$ cat config.mk
export PLATFORM = sky130hd
export DESIGN_NAME = mem_access_ctrl_flat
export DESIGN_NICKNAME = d
export VERILOG_FILES = /design/src/rtl/mem_access_ctrl_if.sv /design/src/rtl/mem_access_ctrl.sv /design/src/flat_wrapper.sv
export SDC_FILE = /design/constraint.sdc
export NUM_CORES = 1
export LEC_CHECK = 0
export CAP_MARGIN = 5
export CORE_ASPECT_RATIO = 1.1
export CORE_MARGIN = 5
export CORE_UTILIZATION = 42
export CTS_BUF_LIST = sky130_fd_sc_hd__clkbuf_2 sky130_fd_sc_hd__clkbuf_4 sky130_fd_sc_hd__clkbuf_8
export CTS_CLUSTER_DIAMETER = 100
export DETAILED_ROUTE_END_ITERATION = 16
export PLACE_DENSITY_LB_ADDON = 0.2
export SLEW_MARGIN = 20
export SYNTH_ARGS = -nofsm -noshare
export SYNTH_HDL_FRONTEND = slang
export SYNTH_SLANG_ARGS = --single-unit
export TNS_END_PERCENT = 20
$ cat constraint.sdc
create_clock -name clk -period 3.1 [get_ports clk]
set_input_delay 0.62 -clock clk [delete_from_list [all_inputs] [get_ports clk]]
set_output_delay 0.62 -clock clk [all_outputs]
set_load 0.05 [all_outputs]
$ cat src/rtl/mem_access_ctrl_if.sv
// Pipeline-side request/response bundle for the memory access controller.
// The MEM stage drives requests through 'master'; the controller answers through 'slave'.
interface mem_access_ctrl_if;
   logic        req_valid;
   logic        req_we;
   logic [1:0]  req_size;
   logic        req_sign;
   logic [31:0] req_addr;
   logic [31:0] req_wdata;
   logic        req_ready;
   logic        rsp_valid;
   logic [31:0] rsp_rdata;
   logic        rsp_err;

   modport master (
      output req_valid, req_we, req_size, req_sign, req_addr, req_wdata,
      input  req_ready, rsp_valid, rsp_rdata, rsp_err
   );

   modport slave (
      input  req_valid, req_we, req_size, req_sign, req_addr, req_wdata,
      output req_ready, rsp_valid, rsp_rdata, rsp_err
   );
endinterface

$ cat src/rtl/mem_access_ctrl.sv
// Converts byte/half/word loads and stores into word accesses on the data memory,
// using read-modify-write for sub-word stores and blocking misaligned accesses.
module mem_access_ctrl #(
   parameter bit MISALIGN_ERR = 1'b1
) (
   input  logic               clk,
   input  logic               reset,
   mem_access_ctrl_if.slave   bus,
   output logic [31:0]        dm_addr,
   output logic               dm_re,
   output logic               dm_we,
   output logic [31:0]        dm_wdata,
   input  logic [31:0]        dm_rdata
);

   typedef enum logic [1:0] {IDLE, RD, WR, RESP} state_t;

   state_t      state;
   state_t      state_next;

   logic [31:0] addr_q;
   logic [31:0] wdata_q;
   logic [31:0] merge_q;
   logic [31:0] rdata_q;
   logic [1:0]  size_q;
   logic        sign_q;
   logic        we_q;
   logic        err_q;

   logic        req_err;
   logic [31:0] req_addr_al;
   logic [1:0]  off;
   logic [7:0]  lane_b;
   logic [15:0] lane_h;
   logic [31:0] load_ext;
   logic [31:0] merged;

   assign off = addr_q[1:0];

   // Classify the incoming request; with errors disabled, misaligned half/word
   // accesses are rounded down to their natural boundary instead of rejected.
   always_comb begin
      req_err     = 1'b0;
      req_addr_al = bus.req_addr;
      case (bus.req_size)
         2'b01: begin
            if (bus.req_addr[0]) begin
               if (MISALIGN_ERR) req_err = 1'b1;
               else              req_addr_al[0] = 1'b0;
            end
         end
         2'b10: begin
            if (bus.req_addr[1:0] != 2'b00) begin
               if (MISALIGN_ERR) req_err = 1'b1;
               else              req_addr_al[1:0] = 2'b00;
            end
         end
         2'b11:   req_err = 1'b1;
         default: ;
      endcase
   end

   always_ff @(posedge clk) begin
      if (reset) state <= IDLE;
      else       state <= state_next;
   end

   // Word stores skip the read phase; everything else that is legal reads first.
   always_comb begin
      state_next = state;
      case (state)
         IDLE: begin
            if (bus.req_valid) begin
               if (req_err)                                  state_next = RESP;
               else if (bus.req_we && bus.req_size == 2'b10) state_next = WR;
               else                                          state_next = RD;
            end
         end
         RD:      state_next = we_q ? WR : RESP;
         WR:      state_next = RESP;
         RESP:    state_next = IDLE;
         default: state_next = IDLE;
      endcase
   end

   always_comb begin
      lane_b = dm_rdata[{off, 3'b000} +: 8];
      lane_h = off[1] ? dm_rdata[31:16] : dm_rdata[15:0];
      case (size_q)
         2'b00:   load_ext = {{24{sign_q & lane_b[7]}}, lane_b};
         2'b01:   load_ext = {{16{sign_q & lane_h[15]}}, lane_h};
         default: load_ext = dm_rdata;
      endcase
   end

   // Only the addressed lane of the previously read word is replaced.
   always_comb begin
      merged = merge_q;
      case (size_q)
         2'b00: merged[{off, 3'b000} +: 8] = wdata_q[7:0];
         2'b01: begin
            if (off[1]) merged[31:16] = wdata_q[15:0];
            else        merged[15:0]  = wdata_q[15:0];
         end
         default: merged = wdata_q;
      endcase
   end

   // Load data is cleared on every accept so stores and errors return zero.
   always_ff @(posedge clk) begin
      if (reset) begin
         addr_q  <= '0;
         wdata_q <= '0;
         merge_q <= '0;
         rdata_q <= '0;
         size_q  <= '0;
         sign_q  <= 1'b0;
         we_q    <= 1'b0;
         err_q   <= 1'b0;
      end else begin
         if (state == IDLE && bus.req_valid) begin
            addr_q  <= req_addr_al;
            size_q  <= bus.req_size;
            sign_q  <= bus.req_sign;
            we_q    <= bus.req_we;
            wdata_q <= bus.req_wdata;
            err_q   <= req_err;
            rdata_q <= '0;
         end
         if (state == RD) begin
            merge_q <= dm_rdata;
            if (!we_q) rdata_q <= load_ext;
         end
      end
   end

   assign bus.req_ready = (state == IDLE);
   assign bus.rsp_valid = (state == RESP);
   assign bus.rsp_err   = (state == RESP) && err_q;
   assign bus.rsp_rdata = rdata_q;

   assign dm_re    = (state == RD);
   assign dm_we    = (state == WR) && !reset;
   assign dm_addr  = (state == RD || state == WR) ? {addr_q[31:2], 2'b00} : 32'h0;
   assign dm_wdata = (state == WR) ? merged : 32'h0;

endmodule

$ cat src/flat_wrapper.sv
// flat-port wrapper written by rule: the top's interface ports become plain ports
module mem_access_ctrl_flat 
#(
   parameter bit MISALIGN_ERR = 1'b1
)
  (clk, reset, dm_addr, dm_re, dm_we, dm_wdata, dm_rdata, bus_req_valid, bus_req_we, bus_req_size, bus_req_sign, bus_req_addr, bus_req_wdata, bus_req_ready, bus_rsp_valid, bus_rsp_rdata, bus_rsp_err);
  mem_access_ctrl_if bus_i ();
  input  logic clk;
  input  logic reset;
  output logic [31:0] dm_addr;
  output logic dm_re;
  output logic dm_we;
  output logic [31:0] dm_wdata;
  input  logic [31:0] dm_rdata;
  input wire logic [$bits(bus_i.req_valid)-1:0] bus_req_valid;
  input wire logic [$bits(bus_i.req_we)-1:0] bus_req_we;
  input wire logic [$bits(bus_i.req_size)-1:0] bus_req_size;
  input wire logic [$bits(bus_i.req_sign)-1:0] bus_req_sign;
  input wire logic [$bits(bus_i.req_addr)-1:0] bus_req_addr;
  input wire logic [$bits(bus_i.req_wdata)-1:0] bus_req_wdata;
  output wire logic [$bits(bus_i.req_ready)-1:0] bus_req_ready;
  output wire logic [$bits(bus_i.rsp_valid)-1:0] bus_rsp_valid;
  output wire logic [$bits(bus_i.rsp_rdata)-1:0] bus_rsp_rdata;
  output wire logic [$bits(bus_i.rsp_err)-1:0] bus_rsp_err;
  assign bus_i.req_valid = bus_req_valid;
  assign bus_i.req_we = bus_req_we;
  assign bus_i.req_size = bus_req_size;
  assign bus_i.req_sign = bus_req_sign;
  assign bus_i.req_addr = bus_req_addr;
  assign bus_i.req_wdata = bus_req_wdata;
  assign bus_req_ready = bus_i.req_ready;
  assign bus_rsp_valid = bus_i.rsp_valid;
  assign bus_rsp_rdata = bus_i.rsp_rdata;
  assign bus_rsp_err = bus_i.rsp_err;
  mem_access_ctrl #(.MISALIGN_ERR(MISALIGN_ERR)) u_core (.clk(clk), .reset(reset), .bus(bus_i), .dm_addr(dm_addr), .dm_re(dm_re), .dm_we(dm_we), .dm_wdata(dm_wdata), .dm_rdata(dm_rdata));
endmodule
; After elaboration in Yosys (flattened, before gate mapping)
; Index checks and enable logic that the tools add are counted.
[word_totals]
regBits = 135
latchBits = 0
ramBits = 0
rom_bits = 0
inputBits = 103
n_memories = 0
[classes]
n_addsub = 1
multipliers = 0
div = 0
order_cmp = 0
n_eq_ne = 8
n_shift = 3
muxes = 20
bitwise_logic = 2
reduce_logical = 9
[ops]
columns = operator, n
row1 = $mux W32, 5
row2 = $pmux W32 S2, 2
row3 = $mux W16, 3
row4 = $bwmux W32, 1
row5 = $shift A8 B7 Y32 const A, 1
row6 = $shiftx A32 B6 Y8, 1
row7 = $shiftx A8 B7 Y32, 1
row8 = $eq A2 B2 Y1 const B, 4
row9 = $pmux W2 S4, 1
row10 = $neg A5 Y7, 1
row11 = $eq A2 B1 Y1 const B, 3
row12 = $mux W2, 3
row13 = $logic_and A1 B1 Y1, 4
row14 = $logic_not A2 Y1, 2
row15 = $mux W1, 4
row16 = $pmux W1 S3, 1
row17 = $and A1 B1 Y1, 2
row18 = $ne A2 B2 Y1 const B, 1
row19 = $reduce_bool A2 Y1, 1
row20 = $logic_not A1 Y1, 1
row21 = $logic_or A1 B1 Y1, 1

; Depth between registers and ports, before layout
; Gate-level depths: netlist of run 1.
[logic_depth]
word_depth = 6
mapped_depth = 9

; Worst setup path after synthesis of run 1
; OpenSTA, ideal clock, no wires.
[synth_path]
path_kind = reg-to-output
from = register u_core.addr_q[1]
to = output dm_wdata[22]
t_arrival_ns = 2.859
t_required_ns = 2.480
path_slack_ns = -0.379
path_stages_with_launch = 8
path_cell_list = dfxtp_1 buf_2 clkinv_1 ha_1 and4bb_2 nor2b_1 a22oi_1 o21ai_0
[synth_via]
elab_chain_len = 5
[synth_rtl]
columns = item, line
row1 = "start, declared", mem_access_ctrl.sv:21  ; logic [31:0] addr_q;
row2 = "start signal, assigned", mem_access_ctrl.sv:122  ; addr_q <= req_addr_al;
row3 = $neg A5 Y7, mem_access_ctrl.sv:100  ; 2'b00: merged[{off, 3'b000} +: 8] = wdata_q[7:0];
row4 = $shiftx A8 B7 Y32 or $shift A8 B7 Y32 (tied branches), mem_access_ctrl.sv:100
row5 = $bwmux W32, mem_access_ctrl.sv:100
row6 = $pmux W32 S2 (*), mem_access_ctrl.sv:99  ; case (size_q)
row7 = $mux W32 (*), mem_access_ctrl.sv:145  ; assign dm_wdata = (state == WR) ? merged : 32'h0;
row8 = "end, declared", flat_wrapper.sv:13  ; output logic [31:0] dm_wdata;
; Mark *: on every way between the ends. The rest lies on a longest branch, timed or not.

; Worst setup path in the final report of run 1
[layout_path]
from = register u_core.addr_q[1]
to = output dm_wdata[29]
; Same word-level chain as after synthesis.

==> impl_metrics.yaml, run 1 <==
timing:
  hold_violations: 0
  drv_slew: 0
  setup-violations-final: 0
  slew_headroom: 0.581
  skew_ns: 0.00878
  fin_crit_sh: 0.968
  worst-slew-pin-transition_ns: 0.628
  timing.fmax_mhz: 333
  holdWs_ns: 0.450
  rsz0062_at_grt: "no"
  setup_ws_ns: 0.0984
  fin_crit_ns: 3.00
synthesis:
  synth_area_leaders: "dfxtp_1 39%, nand2_1 9.6%, mux2i_1 8.4%"
  ys_ff_latch: 135
  yosysTopAreaCell: "dfxtp_1"
  synth_cells: 857
  synth_top_cell_area_share: 0.392
  yosys_most_used_dff: "dfxtp_1"
  yosysSeqAreaShare: 0.392
  syn_avg_cell_area_um2: 8.05
  ys_types: 46
  ys_warn_count: 0
  synth_area_um2: 6900
  synth_edf_count: 0
  ys_async_sr_fraction: 0
placed_design:
  post-dp-hpwl_mm: 16.1
  dpl_worst_slack_ns: 0.362
  finalWeightedCongestion: 0.837
  port_buffers: 201
cts:
  clk_pin_slew_ns: 0.08
  clk_latency_ns: 0.45
  cts_tree: "built"
  cts_hold_buf: 0
  cts_made_buffers: 17
  cts_buffer_depth: 2
  post_cts_buffers: 0
  cts.sinks: 135
  root_buffer: "clkbuf_8"
  cts_max_level: 4
route:
  drtAntennaViolNets: 0
  drt_iter0_markers: 670
  via_count: 6858
  viasPerCell: 5.56
  detail_route.wl_per_cell_um: 18.5
  wirelength_mm: 22.8
  dr.pass1.iters: 5
  drc: 0
finish:
  area_growth_pct: 40.1
  fin_nets: 1129
  nFillCells: 1511
  multi_input_area_um2: 3860
  insertedDiodeCount: 0
  drive_gt1_frac: 0.142
  seqCellArea_um2: 2710
critical_path:
  reg2reg_to: "u_core.bus.rsp_rdata[18]"
  critPathLaunch: "u_core.addr_q[1]"
  critPathCaptureType: "output pin"
  r2r-start: "u_core.size_q[0]"
  worstSetupPathType: "reg2out"
  worst-r2r-setup-slack_ns: 0.95
  critical_path.endpoint: "dm_wdata[29]"
  crit_fanout: 37
  reg2reg_depth: 5
  crit_arrival_ns: 2.38
  crit_required_ns: 2.48
  crit_path_start_kind: "flop"
power_and_ir_drop:
  power.density_nw_per_um2: 821
  power_leakage_nw: 3.50
  ir_drop_uv: 481
global_route:
  grt_pass1_vias: 6560
  gr-total-overflow: 0
  grt_pass1_wl_mm: 35.1
  grt_usage: 0.230
  grt_max_degree: 136
  antenna_found_initial: 0
die:
  die_h_um: 144
  initial_core_util: 0.425
  design.core.area_um2: 16200
  die_w_um: 132
  die-area_um2: 19100
  row_count: 49
  io_pins: 204
run_status:
  status: "complete, no violations"
run:
  max_cap_violations: 0
hold_path:
  hold_path.class: "reg2reg"
==> critical path, stage by stage (launching register included) <==
cell,delay (ns)
dfxtp_2,0.36
buf_12,0.26
ha_1,0.22
nor4bb_1,0.22
buf_4,0.21
a221o_1,0.15
a22oi_1,0.06
nor2b_1,0.27
buf_12,0.18
==> placed cells by master, fill, tap and decap left out, types with 6 or more instances in the layout <==
master	Yosys	layout
nand2_1	177	176
clkdlybuf4s50_1	0	136
dfxtp_1	135	133
a21oi_1	112	112
mux2i_1	58	58
buf_4	3	53
nor2_1	44	44
and2_1	34	33
buf_12	0	29
nor2b_1	29	24
clkbuf_8	0	21
a22o_1	17	17
a22oi_1	16	16
nand3_1	15	15
o21ai_0	18	13
a221oi_1	12	12
a221o_1	11	11
a211oi_2	10	10
nor3_1	9	9
inv_1	8	8
a222oi_1	8	8
a211oi_1	7	7
a41oi_1	7	7
o21ai_1	2	6
ha_1	9	6
==> logic make-up (layout without fill, tap and decap cells) <==
logic type | Yosys count | count (layout) | share of synthesized area
buffers and inverters | 88 | 260 | 0.0544
muxes | 58 | 58 | 0.0841
and+or+nand+nor | 330 | 330 | 0.219
AOI/OAI and AO/OA | 236 | 236 | 0.234
DFF | 135 | 135 | 0.392
adders and majority gates | 9 | 9 | 0.0163
other | 1 | 2 | 0.000544
==> metal layers <==
| metal | GRT usage | vias to the layer above | routed length, µm |
|---|---|---|---|
| li1 | - | 3331 | - |
| met1 | 0.273 | 3210 | 9310 |
| met2 | 0.401 | 276 | 11100 |
| met3 | 0.0654 | 41 | 1830 |
| met4 | 0.0809 | 0 | 518 |
| met5 | 0 | - | 0 |
==> flip-flops by register name (all words and copies together) (netlist names) <==
name / cells
u_core.we_q: 1
u_core.bus.rsp_rdata: 32
u_core.sign_q: 1
u_core.addr_q: 32
u_core.wdata_q: 32
u_core.err_q: 1
u_core.size_q: 2
u_core.state: 2
u_core.merge_q: 32
==> power breakdown <==
part / internal, mW / switching (mW)
sequential: 2.12 / 0.306
combinational: 1.42 / 2.42
clock: 0.962 / 0.702
total: 4.50 / 3.43
==> cell usage after synthesis (2+ instances only) <==
cell type  instances
nand2_1          177
nor2b_1           29
a221oi_1          12
a22o_1            17
buf_4              3
and2_1            34
a221o_1           11
buf_2             15
clkbuf_1          51
buf_6              2
nand2b_1           4
nor2_1            44
a22oi_1           16
o2bb2ai_1          5
nand3_1           15
and3_1             5
dfxtp_1          135
buf_1              8
o21ai_0           18
a21oi_1          112
o21ai_1            2
o221ai_1           3
inv_1              8
nor3_1             9
mux2i_1           58
a211oi_2          10
a41oi_1            7
and4b_1            2
a222oi_1           8
o22ai_1            5
or3_1              2
a211oi_1           7
ha_1               9
and4bb_2           2
==> cell type report <==
class / instances / area share
well taps: 204 / 0.0264
repair buffers: 219 / 0.243
clock buffers: 21 / 0.0299
multi-input cells: 635 / 0.400
inverters: 9 / 0.00349
clock inverters: 11 / 0.0176
flip-flops and latches: 135 / 0.280
==> through the flow <==
stage | power [mW] | cell area, µm² | TNS (ns) | cells | util
6_report | 7.93 | 9670 | 0 | 1234 | 0.595
5_1_grt | 8.37 | 9670 | 0 | 1234 | 0.595
4_1_cts | 7.96 | 9640 | 0 | 1234 | 0.594
3_5_place_dp | 6.28 | 9180 | 0 | 1202 | 0.565
3_3_place_gp | 6.24 | 9180 | 0 | 1202 | 0.565
2_1_floorplan | 5.06 | 6900 | -1.10 | 858 | -
==> worst min-delay path by stage <==
stage / start / to / slack [ns] / depth (start not counted)
2_1_floorplan: u_core.addr_q[10] / u_core.addr_q[10] / 0.43 / 2
3_3_place_gp: u_core.addr_q[15] / u_core.addr_q[15] / 0.44 / 2
3_5_place_dp: u_core.addr_q[26] / u_core.addr_q[26] / 0.44 / 2
4_1_cts: u_core.addr_q[12] / u_core.addr_q[12] / 0.45 / 2
5_1_grt: u_core.addr_q[2] / u_core.addr_q[2] / 0.47 / 2
6_report: u_core.addr_q[29] / u_core.addr_q[29] / 0.45 / 2
==> what timing repair did <==
action                                  4_1_cts  5_1_grt
pin swaps                                     0        1
resized for setup                             3       11
endpoints found under the setup margin        5       20
(Power assumes the default switching activity.)
==> run 2: changes to the inputs <==
==> constraint.sdc (replaced) <==
create_clock -name clk -period 2.93 [get_ports clk]
set_input_delay 0.586 -clock clk [delete_from_list [all_inputs] [get_ports clk]]
set_output_delay 0.586 -clock clk [all_outputs]
set_load 0.05 [all_outputs]
==> run 2 against run 1 <==
  * Clock-buffer cell count grew 1
  * Sequential share of layout area about the same
  * Die area stayed put
==> impl_metrics.yaml, run 2 (synthesis gave the netlist of run 1 again) <==
finish:
  fin_nets: 1134
  nFillCells: 1465
  mostFrequentLayoutCells: "176 x nand2_1, 136 x clkdlybuf4s50_1, 133 x dfxtp_1"
  fin_cells: 1238
  area_growth_pct: 40.4
  drive_gt1_frac: 0.152
  final_common_cell: "nand2_1"
  insertedDiodeCount: 0
global_route:
  grt_pass1_wl_mm: 35.4
  grt_max_degree: 136
  gr-total-overflow: 0
  grt_usage: 0.230
  antenna_found_initial: 0
  grt_pass1_vias: 6659
critical_path:
  reg2reg_to: "u_core.bus.rsp_rdata[18]"
  slowest_stage: "dfxtp_2"
  crit_path_start_kind: "flop"
  slowest_delay_ns: 0.35
  worst-path-stages: 8
  cp_top_family: "buffers and inverters"
  worstPathCellList: "buf_8 > ha_1 > nor4bb_1 > buf_4 > a221o_1 > a22oi_1 > nor2b_1 > buf_12"
  critPathLaunch: "u_core.addr_q[1]"
  worstSetupPathType: "reg2out"
  critical_path.endpoint: "dm_wdata[25]"
  crit_required_ns: 2.34
  r2r-start: "u_core.addr_q[1]"
  crit_fanout: 21
  critPathCaptureType: "output pin"
  cp_num_buf_inv: 3
  reg2reg_depth: 7
  worst-r2r-setup-slack_ns: 0.81
  crit_arrival_ns: 2.24
cts:
  cts_hold_buf: 0
  clk_latency_ns: 0.45
  cts_made_buffers: 17
  clk_pin_slew_ns: 0.07
  cts_max_level: 4
  cts_tree: "built"
  cts_buffer_depth: 2
  root_buffer: "clkbuf_8"
  cts.sinks: 135
timing:
  hold_violations: 0
  drv_slew: 0
  timing.fmax_mhz: 354
  fin_tns_setup_ns: 0
  slew_headroom: 0.575
  fin_crit_sh: 0.965
  fin_crit_ns: 2.83
  worst-slew-pin-transition_ns: 0.638
  rsz0062_at_grt: "yes"
  skew_ns: 0.0106
  setup-violations-final: 0
route:
  drc: 0
  drt_iter0_markers: 669
  viasPerCell: 5.58
  dr.pass1.iters: 6
  detail_route.wl_per_cell_um: 18.6
  drtAntennaViolNets: 0
  via_count: 6907
  wirelength_mm: 23.0
power_and_ir_drop:
  power_leakage_nw: 3.52
  power.density_nw_per_um2: 859
  ir_drop_uv: 549
  fin_total_pwr_mw: 8.32
die:
  die_w_um: 132
  design.core.area_um2: 16200
  initial_core_util: 0.425
  io_pins: 204
  die-area_um2: 19100
  die_h_um: 144
  row_count: 49
hold_path:
  hold_path.class: "reg2reg"
placed_design:
  post-dp-hpwl_mm: 16.2
  dp.cells: 1205
  port_buffers: 201
  finalWeightedCongestion: 0.846
run:
  max_cap_violations: 0
run_status:
  status: "complete, no violations"
## run 2: cell types whose count changed in the layout (fill, tap and decap cells not counted), sizes merged
| cell | delta |
|---|---|
| clkbuf | +2 |
| buf | +4 |
| bufinv | -1 |
| clkinvlp | -1 |
## run 2: layer usage
layer / GRT usage / wire [µm] / part of all wire
met5: 0 / 0 / 0
met4: 0.0718 / 465 / 0.020
met3: 0.0772 / 1950 / 0.085
met2: 0.397 / 11200 / 0.49
met1: 0.271 / 9360 / 0.41
## run 2: final cells by class
cell class	instances	area, µm²	share of cell area
clock buffers	22	284	0.0293
multi-input cells	635	3900	0.402
repair buffers	224	2380	0.246
clock inverters	9	125	0.0129
well taps	204	255	0.0263
inverters	9	33.8	0.00349
flip-flops and latches	135	2710	0.280
## run 2: worst min path at each step
stage	cells past startpoint	endpoint	startpoint
after global placement	2	u_core.addr_q[8]	u_core.addr_q[8]
after CTS	2	u_core.addr_q[31]	u_core.addr_q[31]
after global routing	2	u_core.addr_q[29]	u_core.addr_q[29]
after detailed placement	2	u_core.addr_q[31]	u_core.addr_q[31]
after floorplan	2	u_core.addr_q[10]	u_core.addr_q[10]
final	2	u_core.addr_q[29]	u_core.addr_q[29]
## run 2: where the power goes
part | switching, mW | internal, mW | total [mW]
clock network | 0.734 | 0.904 | 1.64
logic | 2.57 | 1.54 | 4.11
registers | 0.335 | 2.24 | 2.58
total | 3.64 | 4.68 | 8.32
## run 2: through the flow
step / util / setup slack [ns] / hold WS (ns) / area (µm²)
3_3_place_gp: 0.566 / 0.334 / 0.437 / 9190
2_1_floorplan: - / -0.127 / 0.432 / 6920
3_5_place_dp: 0.566 / 0.334 / 0.442 / 9190
5_1_grt: 0.596 / -0.0398 / 0.471 / 9690
4_1_cts: 0.593 / 0.0119 / 0.453 / 9630
6_report: 0.596 / 0.102 / 0.450 / 9690
## run 2: repair_timing
action                                  4_1_cts  5_1_grt
endpoints found under the setup margin       17       29
resized for setup                             6       15
pin swaps                                     0        2
setup buffers                                 1        1
## run 2: worst register-to-register path: cells and delay by family (launching register included)
family	cells	cell delay, ns
buffers and inverters	3	0.75
multiplexers	1	0.39
AO/OA/AOI/OAI	3	0.49
flip-flops	1	0.35
==> run 3: changes to the inputs <==
--- a/config.mk
+++ b/config.mk
@@ -8,7 +8,7 @@
 export CAP_MARGIN = 5
 export CORE_ASPECT_RATIO = 1.1
 export CORE_MARGIN = 5
-export CORE_UTILIZATION = 42
+export CORE_UTILIZATION = 49
 export CTS_BUF_LIST = sky130_fd_sc_hd__clkbuf_2 sky130_fd_sc_hd__clkbuf_4 sky130_fd_sc_hd__clkbuf_8
 export CTS_CLUSTER_DIAMETER = 100
 export DETAILED_ROUTE_END_ITERATION = 16
==> run 3 against run 2 <==
  * Sequential share of layout area is 0.16 points higher
  * Worst setup slack worse by 0.029 ns
  * Combinational power is 1% lower
  * Hold slack worse by 0.0017 ns
  * Wire length is 6.4% lower
  * Clock-buffer cell count is 2 higher
  * Cell count is 1.7% lower
  * Total power is 2.5% lower
  * Critical path type unchanged
  * Critical endpoint is now dm_wdata[15]
  * Highest routed layer unchanged
==> impl_metrics.yaml, run 3 (synthesis gave the netlist of run 1 again) <==
die:
  die-area_um2: 16600
  row_count: 45
  die_h_um: 134
  die_w_um: 123
  io_pins: 204
  design.core.area_um2: 13800
  initial_core_util: 0.500
route:
  drc: 0
  detail_route.wl_per_cell_um: 17.7
  drt_iter0_markers: 765
  via_count: 6819
  wirelength_mm: 21.5
  dr.pass1.iters: 6
  viasPerCell: 5.60
  drtAntennaViolNets: 0
power_and_ir_drop:
  power_leakage_nw: 3.49
  power.density_nw_per_um2: 842
  ir_drop_uv: 591
timing:
  holdWs_ns: 0.449
  skew_ns: 0.0110
  setup-violations-final: 0
  setup_ws_ns: 0.0729
  hold_violations: 0
  slew_headroom: 0.512
  rsz0062_at_grt: "yes"
  fin_crit_ns: 2.86
  timing.fmax_mhz: 350
  fin_crit_sh: 0.975
  worst-slew-pin-transition_ns: 0.729
  drv_slew: 0
global_route:
  antenna_found_initial: 0
  grt_usage: 0.253
  grt_max_degree: 136
  grt_pass1_vias: 6212
  gr-total-overflow: 0
  grt_pass1_wl_mm: 32.9
critical_path:
  worstPathCellList: "inv_4 > buf_8 > ha_4 > and4b_2 > a22o_1 > a222oi_1 > nor2b_1 > clkbuf_16"
  worstSetupPathType: "reg2out"
  crit_fanout: 10
  critPathCaptureType: "output pin"
  crit_required_ns: 2.34
  slowest_stage: "dfxtp_4"
  crit_arrival_ns: 2.27
  slowest_delay_ns: 0.37
  critPathLaunch: "u_core.addr_q[1]"
  crit_path_start_kind: "flop"
  r2r-start: "u_core.state[1]"
finish:
  fin_nets: 1133
  final_common_cell: "nand2_1"
  mostFrequentLayoutCells: "176 x nand2_1, 136 x clkdlybuf4s50_1, 133 x dfxtp_1"
  area_growth_pct: 39.6
  insertedDiodeCount: 0
  drive_gt1_frac: 0.153
cts:
  cts_tree: "built"
  clk_pin_slew_ns: 0.07
  clk_latency_ns: 0.45
  cts_made_buffers: 17
  cts.sinks: 135
  root_buffer: "clkbuf_8"
  cts_max_level: 4
  cts_buffer_depth: 2
placed_design:
  dpl_worst_slack_ns: 0.367
  finalWeightedCongestion: 0.919
  post-dp-hpwl_mm: 15.4
  port_buffers: 201
run_status:
  status: "complete, no violations"
run:
  max_cap_violations: 0
hold_path:
  hold_path.class: "reg2reg"
  hold_start: "u_core.addr_q[10]"
run 3: cell types whose count changed in the layout (fill, tap and decap cells not counted), moves of 2 or more:
cell,previous run,this run
clkinv_2,4,1
clkinvlp_4,2,0
bufinv_16,3,1
clkbuf_8,19,22
run 3: worst paths after layout:
check / to / slack (ns) / depth (start not counted)
setup / recovery: dm_wdata[15] / 0.07 / 8
hold / removal: u_core.addr_q[10] / 0.45 / 2
setup reg to reg: u_core.bus.rsp_rdata[16] / 0.59 / 7
hold reg to reg: u_core.addr_q[10] / 0.45 / 2
run 3: timing repair:
item / in CTS / in global routing
pin swaps: 3 / 3
setup buffers: 0 / 1
setup endpoints to repair: 14 / 23
hold buffers: 0 / 0
resized for setup: 6 / 23
run 3: critical path, delay by kind of cell, from the launching register on:
family          cells  cell delay [ns]
buf+inv             3             0.37
simple gates        2             0.40
compound gates      2             0.54
flops               1             0.37
fa+ha+maj           1             0.15
run 3: final cells by class:
| type | instances | area, µm² |
|---|---|---|
| fillers | 1158 | 4160 |
| well taps | 188 | 235 |
| clock buffers | 24 | 318 |
| repair buffers | 223 | 2370 |
| inverters | 9 | 36.3 |
| clock inverters | 3 | 43.8 |
| flip-flops and latches | 135 | 2710 |
| multi-input cells | 635 | 3920 |
run 3: power breakdown:
part	leakage, nW	internal [mW]	switching [mW]	total, mW
clock network	0.190	0.780	0.676	1.46
registers	1.11	2.24	0.335	2.58
logic	2.19	1.53	2.54	4.07
total	3.49	4.55	3.56	8.11
run 3: metrics by stage:
step / power, mW / instances / setup TNS [ns] / utilization / instance area [µm²]
floorplan: 5.36 / 858 / -1.98 / - / 6920
global placement: 6.58 / 1189 / 0 / 0.664 / 9160
finish: 8.11 / 1217 / 0 / 0.698 / 9630
CTS: 8.08 / 1216 / 0 / 0.691 / 9540
global route: 8.55 / 1217 / -0.0397 / 0.698 / 9630
detailed placement: 6.61 / 1189 / 0 / 0.664 / 9160
run 3: per-layer routing:
layer,vias to the layer above,part of all wire,GRT usage
met1,3178,0.40,0.309
li1,3345,-,-
met5,-,0,0
met3,44,0.082,0.0809
met4,0,0.024,0.0978
met2,252,0.49,0.413
